$ cat src/rtl/dcf77_encoder.sv
// DCF77 time-code transmitter: turns a BCD date/time into the 59-pulse minute frame
// plus a pulse-free minute mark, paced by the shared 10 ms clk_en strobe.
module dcf77_encoder #(
    parameter int TICKS_PER_SEC = 100,
    parameter int T0_TICKS      = 10,
    parameter int T1_TICKS      = 20
) (
    input  logic       clk,
    input  logic       reset,
    input  logic       clk_en,
    input  logic       enable,
    input  logic       cest,
    input  logic [6:0] minute,
    input  logic [5:0] hour,
    input  logic [5:0] day,
    input  logic [2:0] weekday,
    input  logic [4:0] month,
    input  logic [7:0] year,
    output logic       tx,
    output logic [5:0] second,
    output logic       sec_strobe,
    output logic       frame_req,
    output logic       busy
);

    localparam int TW = $clog2(TICKS_PER_SEC);
    localparam logic [TW-1:0] TICK_LAST = TW'(TICKS_PER_SEC - 1);
    localparam logic [TW-1:0] TICK_T0   = TW'(T0_TICKS);
    localparam logic [TW-1:0] TICK_T1   = TW'(T1_TICKS);
    localparam logic [TW-1:0] TICK_ONE  = TW'(1);

    typedef enum logic [1:0] {
        S_IDLE,
        S_GAP,
        S_RUN
    } state_t;

    state_t         r_state, w_state_nxt;
    logic [TW-1:0]  r_tick, w_tick_nxt;
    logic [5:0]     r_second, w_second_nxt;
    logic           r_tx, w_tx_nxt;
    logic           r_sec_stb, w_sec_stb_nxt;
    logic           r_frame_req, w_frame_req_nxt;
    logic [58:0]    r_shift, w_shift_nxt;
    logic [58:0]    w_frame;
    logic [TW-1:0]  w_pulse_end;

    // Bit n of the frame is transmitted in second n; every field goes out LSB first.
    assign w_frame = {^{day, weekday, month, year}, year, month, weekday, day,
                      ^hour, hour, ^minute, minute,
                      1'b1, 1'b0, ~cest, cest, 17'd0};

    assign w_pulse_end = r_shift[0] ? TICK_T1 : TICK_T0;

    always_ff @(posedge clk or negedge reset) begin
        if (!reset) begin
            r_state     <= S_IDLE;
            r_tick      <= '0;
            r_second    <= '0;
            r_tx        <= 1'b0;
            r_sec_stb   <= 1'b0;
            r_frame_req <= 1'b0;
            r_shift     <= '0;
        end else begin
            r_state     <= w_state_nxt;
            r_tick      <= w_tick_nxt;
            r_second    <= w_second_nxt;
            r_tx        <= w_tx_nxt;
            r_sec_stb   <= w_sec_stb_nxt;
            r_frame_req <= w_frame_req_nxt;
            r_shift     <= w_shift_nxt;
        end
    end

    always_comb begin
        w_state_nxt     = r_state;
        w_tick_nxt      = r_tick;
        w_second_nxt    = r_second;
        w_tx_nxt        = r_tx;
        w_sec_stb_nxt   = 1'b0;
        w_frame_req_nxt = 1'b0;
        w_shift_nxt     = r_shift;
        if (clk_en) begin
            if (r_state == S_IDLE) begin
                if (enable) begin
                    w_state_nxt     = S_GAP;
                    w_second_nxt    = 6'd59;
                    w_tick_nxt      = '0;
                    w_tx_nxt        = 1'b0;
                    w_sec_stb_nxt   = 1'b1;
                    w_frame_req_nxt = 1'b1;
                end
            end else if (!enable) begin
                // Abandon the frame outright; a restart always begins with a minute mark.
                w_state_nxt  = S_IDLE;
                w_tick_nxt   = '0;
                w_second_nxt = '0;
                w_tx_nxt     = 1'b0;
            end else if (r_tick == TICK_LAST) begin
                w_tick_nxt    = '0;
                w_sec_stb_nxt = 1'b1;
                if (r_state == S_GAP) begin
                    w_state_nxt  = S_RUN;
                    w_shift_nxt  = w_frame;
                    w_second_nxt = '0;
                    w_tx_nxt     = 1'b1;
                end else if (r_second == 6'd58) begin
                    w_state_nxt     = S_GAP;
                    w_shift_nxt     = {1'b0, r_shift[58:1]};
                    w_second_nxt    = 6'd59;
                    w_tx_nxt        = 1'b0;
                    w_frame_req_nxt = 1'b1;
                end else begin
                    w_shift_nxt  = {1'b0, r_shift[58:1]};
                    w_second_nxt = r_second + 6'd1;
                    w_tx_nxt     = 1'b1;
                end
            end else begin
                w_tick_nxt = r_tick + TICK_ONE;
                if (r_state == S_RUN && (r_tick + TICK_ONE) == w_pulse_end) begin
                    w_tx_nxt = 1'b0;
                end
            end
        end
    end

    assign tx         = r_tx;
    assign second     = r_second;
    assign sec_strobe = r_sec_stb;
    assign frame_req  = r_frame_req;
    assign busy       = (r_state != S_IDLE);

endmodule

$ cat config.mk
export PLATFORM = sky130hd
export DESIGN_NAME = dcf77_encoder
export DESIGN_NICKNAME = d
export VERILOG_FILES = /design/src/rtl/dcf77_encoder.sv
export SDC_FILE = /design/constraint.sdc
export NUM_CORES = 1
export LEC_CHECK = 0
export ABC_AREA = 1
export CORE_MARGIN = 2
export CORE_UTILIZATION = 59
export CTS_BUF_LIST = sky130_fd_sc_hd__clkbuf_8
export CTS_CLUSTER_DIAMETER = 40
export DETAILED_ROUTE_END_ITERATION = 12
export PLACE_DENSITY = 0.91
export SYNTH_ARGS = -nofsm -noshare
export SYNTH_HDL_FRONTEND = slang
export SYNTH_SLANG_ARGS = --single-unit
$ cat constraint.sdc
create_clock -name clk -period 2 [get_ports clk]
set_clock_uncertainty 0.1 [all_clocks]
set_input_delay 0.2 -clock clk [delete_from_list [all_inputs] [get_ports clk]]
set_output_delay 0.2 -clock clk [all_outputs]
set_load 0.05 [all_outputs]
# After elaboration in Yosys (flattened, before gate mapping)
# Cells that the tools add are included.
# totals
out_inout_bits,10
regBits,77
# op_classes
add_sub_neg,2
muxes,36
bitwise,2
n_reduce_logical,11
n_eq_ne,9
# op_table
operator,n
$mux 59,1
$mux 6,6
$mux 7,4
$reduce_xor 22->1,1
$mux 1,18
$mux 2,6
$ne 4x1->1 const B,2
$reduce_and 4->1,2
$add 7x1->7 const B,1
$eq 7x5->1,1
$eq 7x7->1 const B,1
$reduce_xor 7->1,1
$add 6x1->6 const B,1
$eq 6x6->1 const B,1
$reduce_and 3->1,2
$reduce_xor 6->1,1
$mux 5,1
$ne 3x1->1 const B,1
$eq 2x1->1 const B,1
$eq 2x2->1 const B,1
$logic_not 2->1,1
$ne 2x2->1 const B,1
$not 1->1,2
$reduce_and 2->1,1
other kinds (2),2

# Depth between registers and ports, before layout
# depth
word_depth,7
ltp_mapped,13
depth_no_buf,13

# Least setup slack after synthesis
# OpenSTA, ideal clock, no wires.
# synth_path
kind,reg-to-reg
from,reg r_state[0]
to,reg r_state[0]
path_buffers,0
arrival_ps,1509
setup_time_ps,127
path_slack_ps,264
path_stages_with_launch,9
required_time_ps,1773
path_cell_list,dfrtp_1 nor2_2 inv_1 nand2_1 nor2_1 nor2_4 nand2_2 nand2_1 o21ai_0
# synth_via
elab_chain_cells,5
word_cells_on_any_way,10
# synth_lines
element,line,source
from (decl),38,"state_t r_state, w_state_nxt;"
from (signal assigned),65,r_state <= w_state_nxt;
$eq 2x1->1,102,if (r_state == S_GAP) begin
$mux 2,102,
$mux 2,99,end else if (r_tick == TICK_LAST) begin
$mux 2,93,end else if (!enable) begin
$mux 2,84,if (r_state == S_IDLE) begin
# Parallel ways exist; a longest one is shown, timed or not. The select of a mux whose other input is x is not followed.
# A chain may end at the register's enable or synchronous reset.

# Final worst setup path
# layout_path
from,"reg r_second[3], in the netlist second[3]"
to,out second[3]
# layout_rtl
element,line,source
from (decl),40,"logic [5:0] r_second, w_second_nxt;"
from (signal assigned),67,r_second <= w_second_nxt;
to (decl),20,"output logic [5:0] second,"
# No word-level cell between the ends.

==> flow_summary.ini <==
[status]
status = finished, final reports clean

[synthesis]
syn-mean-instance-area_sq_um = 7.69
netlist_instances = 580
ys_seq_area_share_pct = 43.2
ys_ff_latch = 77
ys_warn_count = 0
syn_nets = 623
synth.distinct_cells = 31
syn-cell-area_sq_um = 4460

[pwr]
p_clk_share_pct = 19.4
switching_share_pct = 43.2
power.internal_uw = 2990
irDropWorstVdd_mv = 0.548
p_per_area_nw_per_um2 = 997
power.switching_uw = 2280
p_leak_uw = 0.00261
p_seq_share_pct = 35.1
combPwrFrac_pct = 45.4

[placement]
placed_cell_area_sq_um = 5020
pre_cts_ws_ns = 0.0949
gp_congestion = 0.861
hpwlAfterDp_mm = 6.51
io_buffer_count = 49

[worst_setup_path]
critical_path.slowest_cell = clkdlybuf4s50_1
timing.rr.end = r_shift[58]$_DFFE_PN0P_
required_ns = 1.70
critical_path.max_fanout = 5
path_buf_inv = 1
start_kind = flip-flop
r2r_slack_ns = 0.13
critPathLaunch = second[3]$_DFFE_PN0P_
cp.arrival_ns = 1.59
worst_setup_path_end_kind = primary output
path_cells = clkdlybuf4s50_1
r2r-start = r_tick[1]$_DFFE_PN0P_
critical_path_class = flip-flop to primary output
max_stage_delay_ns = 0.83
r2r_cells = 10
cp.depth = 1
critPathTopFamily = buffers and inverters

[clock_tree]
cts_buffer_depth = 2
cts_tree = yes
root_buffer = clkbuf_8
cts_inserted_buffers = 9
htreeDepth = 3
clk_latency_ns = 0.33
clkSlewWorstSetupHoldPaths_ns = 0.07
cts_sinks = 77

[global_routing]
grt.total_usage_pct = 23.1
grt_pass1_vias = 3740
antenna_found_initial = 0
grt_max_degree = 77
grt-ovfl-total = 0
grt_pass1_wl_mm = 15.9

[cells_and_area]
area_growth_pct = 18.3
design_area_sq_um = 5280
n_antenna_cell = 0
drive_gt1_share_pct = 10.8
fin_util_pct = 72.4
final_nets = 667

[floorplanning]
start_util_pct = 61.2
rows = 31
dieHeight_microns = 91.0
fp.dieArea_sq_um = 8270
coreArea_sq_um = 7290
die_w_microns = 91.0
num_io_pins = 50

[min_path]
hp-class = input pin to asynchronous set/reset pin

[timing]
tightest_slew_ns = 0.499
slew_headroom_pct = 66.6
finalHoldViolations = 0
drv_slew = 0
fmax_mhz = 529
worst_slack_ns = 0.110
final-setup-viol-count = 0
post-route-min-period_ns = 1.89
fin_crit_sh_pct = 94.5

[routing]
drt_iter0_drc = 272
vias_per_cell = 5.38
vias = 3908
wirelength_mm = 9.66
drc = 0
routedWlPerCell_microns = 13.3
firstDrtPassIters = 5
ant_nets = 0

[flow_run]
maxCapViolations = 0
cell usage in the layout (no fill, tap or decap), types with 2 or more instances in the layout:
cell type,synthesis,layout
inv_1,48,49
nor2_2,2,2
nand3_1,17,16
o31ai_2,28,30
nand4_1,4,4
clkbuf_8,0,11
dfrtp_1,77,77
nor2_1,94,94
o21ai_0,18,18
ha_1,3,2
xnor2_1,16,16
o21ai_1,14,14
a21oi_1,4,4
o22ai_1,6,6
buf_4,0,7
nor3_1,4,4
xor2_1,14,14
nand2_2,1,2
nand2_1,184,182
o31ai_1,8,6
clkinv_2,0,2
clkdlybuf4s50_1,0,47
buf_12,0,3
metal layers:
| metal | wire length, microns | global-route usage (%) | up-vias |
|---|---|---|---|
| li1 | - | - | 1932 |
| met1 | 4120 | 27.6 | 1858 |
| met2 | 5050 | 42.0 | 97 |
| met3 | 309 | 2.82 | 21 |
| met4 | 181 | 9.47 | 0 |
| met5 | 0 | 0 | - |
cell usage after synthesis (all sizes together):
master | n | area share, %
o21ai | 33 | 3.8
nor3 | 5 | 0.67
or2 | 1 | 0.14
xnor2 | 16 | 3.1
clkbuf | 10 | 0.84
nand2 | 185 | 16
ha | 3 | 0.84
nand3 | 17 | 1.9
o211ai | 1 | 0.17
nand4 | 4 | 0.56
buf | 18 | 2.7
a21boi | 1 | 0.17
o22ai | 6 | 0.84
clkinv | 1 | 0.084
nor2 | 97 | 8.4
dfrtp | 77 | 43
xor2 | 14 | 2.7
inv | 49 | 4.2
o31ai | 36 | 9.2
a21oi | 4 | 0.45
o21a | 1 | 0.17
nor4 | 1 | 0.14
layout make-up:
class                   instances  area (sq um)
well taps                      99           124
flip-flops and latches         77          1930
repair buffers                 61           661
inverters                      50           190
fillers                       575          2010
multi-input cells             425          2210
clock inverters                 3          13.8
clock buffers                  11           151
power by group through the flow:
stage,Sequential (uW),Clock [uW],Combinational [uW]
4_1_cts,1860,1030,2340
2_1_floorplan,2090,0,1380
3_5_place_dp,1880,0,2330
3_3_place_gp,1870,0,2250
6_report,1850,1020,2390
5_1_grt,1870,1100,2630
through the flow:
stage | total power [uW] | setup TNS (ns) | std cells | hold WS (ns)
6_report | 5270 | 0 | 726 | 0.242
5_1_grt | 5600 | -0.00143 | 726 | 0.272
4_1_cts | 5230 | 0 | 722 | 0.245
3_5_place_dp | 4210 | 0 | 707 | 0.0664
3_3_place_gp | 4120 | 0 | 707 | 0.0660
2_1_floorplan | 3470 | 0 | 580 | -0.196
flip-flops by register name, summed over array words and instances (netlist names):
register	flops
frame_req	1
r_tick	7
second	6
sec_strobe	1
r_shift	59
r_state	2
tx	1
worst register-to-register path, stage by stage (launching register included):
cell	delay (ns)
dfrtp_1	0.39
ha_2	0.22
nand2_1	0.07
nor3_2	0.12
nand3_2	0.11
nor2_2	0.19
nand2_4	0.13
buf_8	0.21
nor2_1	0.13
nand3_1	0.09
nand2_1	0.06
how the worst max path moves through the flow:
stage | endpoint | slack [ns]
after detailed placement | r_shift[21]$_DFFE_PN0P_ | 0.09
final | second[3] | 0.11
after global placement | r_shift[58]$_DFFE_PN0P_ | 0.19
after global routing | r_shift[25]$_DFFE_PN0P_ | -0.001
after floorplan | r_state[0]$_DFFE_PN0P_ | 0.26
after CTS | r_shift[21]$_DFFE_PN0P_ | 0.07
kinds of logic (layout without fill, tap and decap cells):
family | Yosys count | after routing | synth area share (%)
fa+ha+maj | 3 | 3 | 0.841
buf+inv | 78 | 125 | 7.82
compound gates | 82 | 82 | 14.8
simple gates | 310 | 310 | 27.5
flops | 77 | 77 | 43.2
xor+xnor | 30 | 30 | 5.89
timing repair:
action                                  4_1_cts  5_1_grt
gates resized for setup                       0        7
endpoints found under the hold margin        31        0
endpoints found under the setup margin        0       53
setup buffers                                 0        3
hold buffers                                  1        0
No activity file was read; power rests on OpenSTA's default activity.
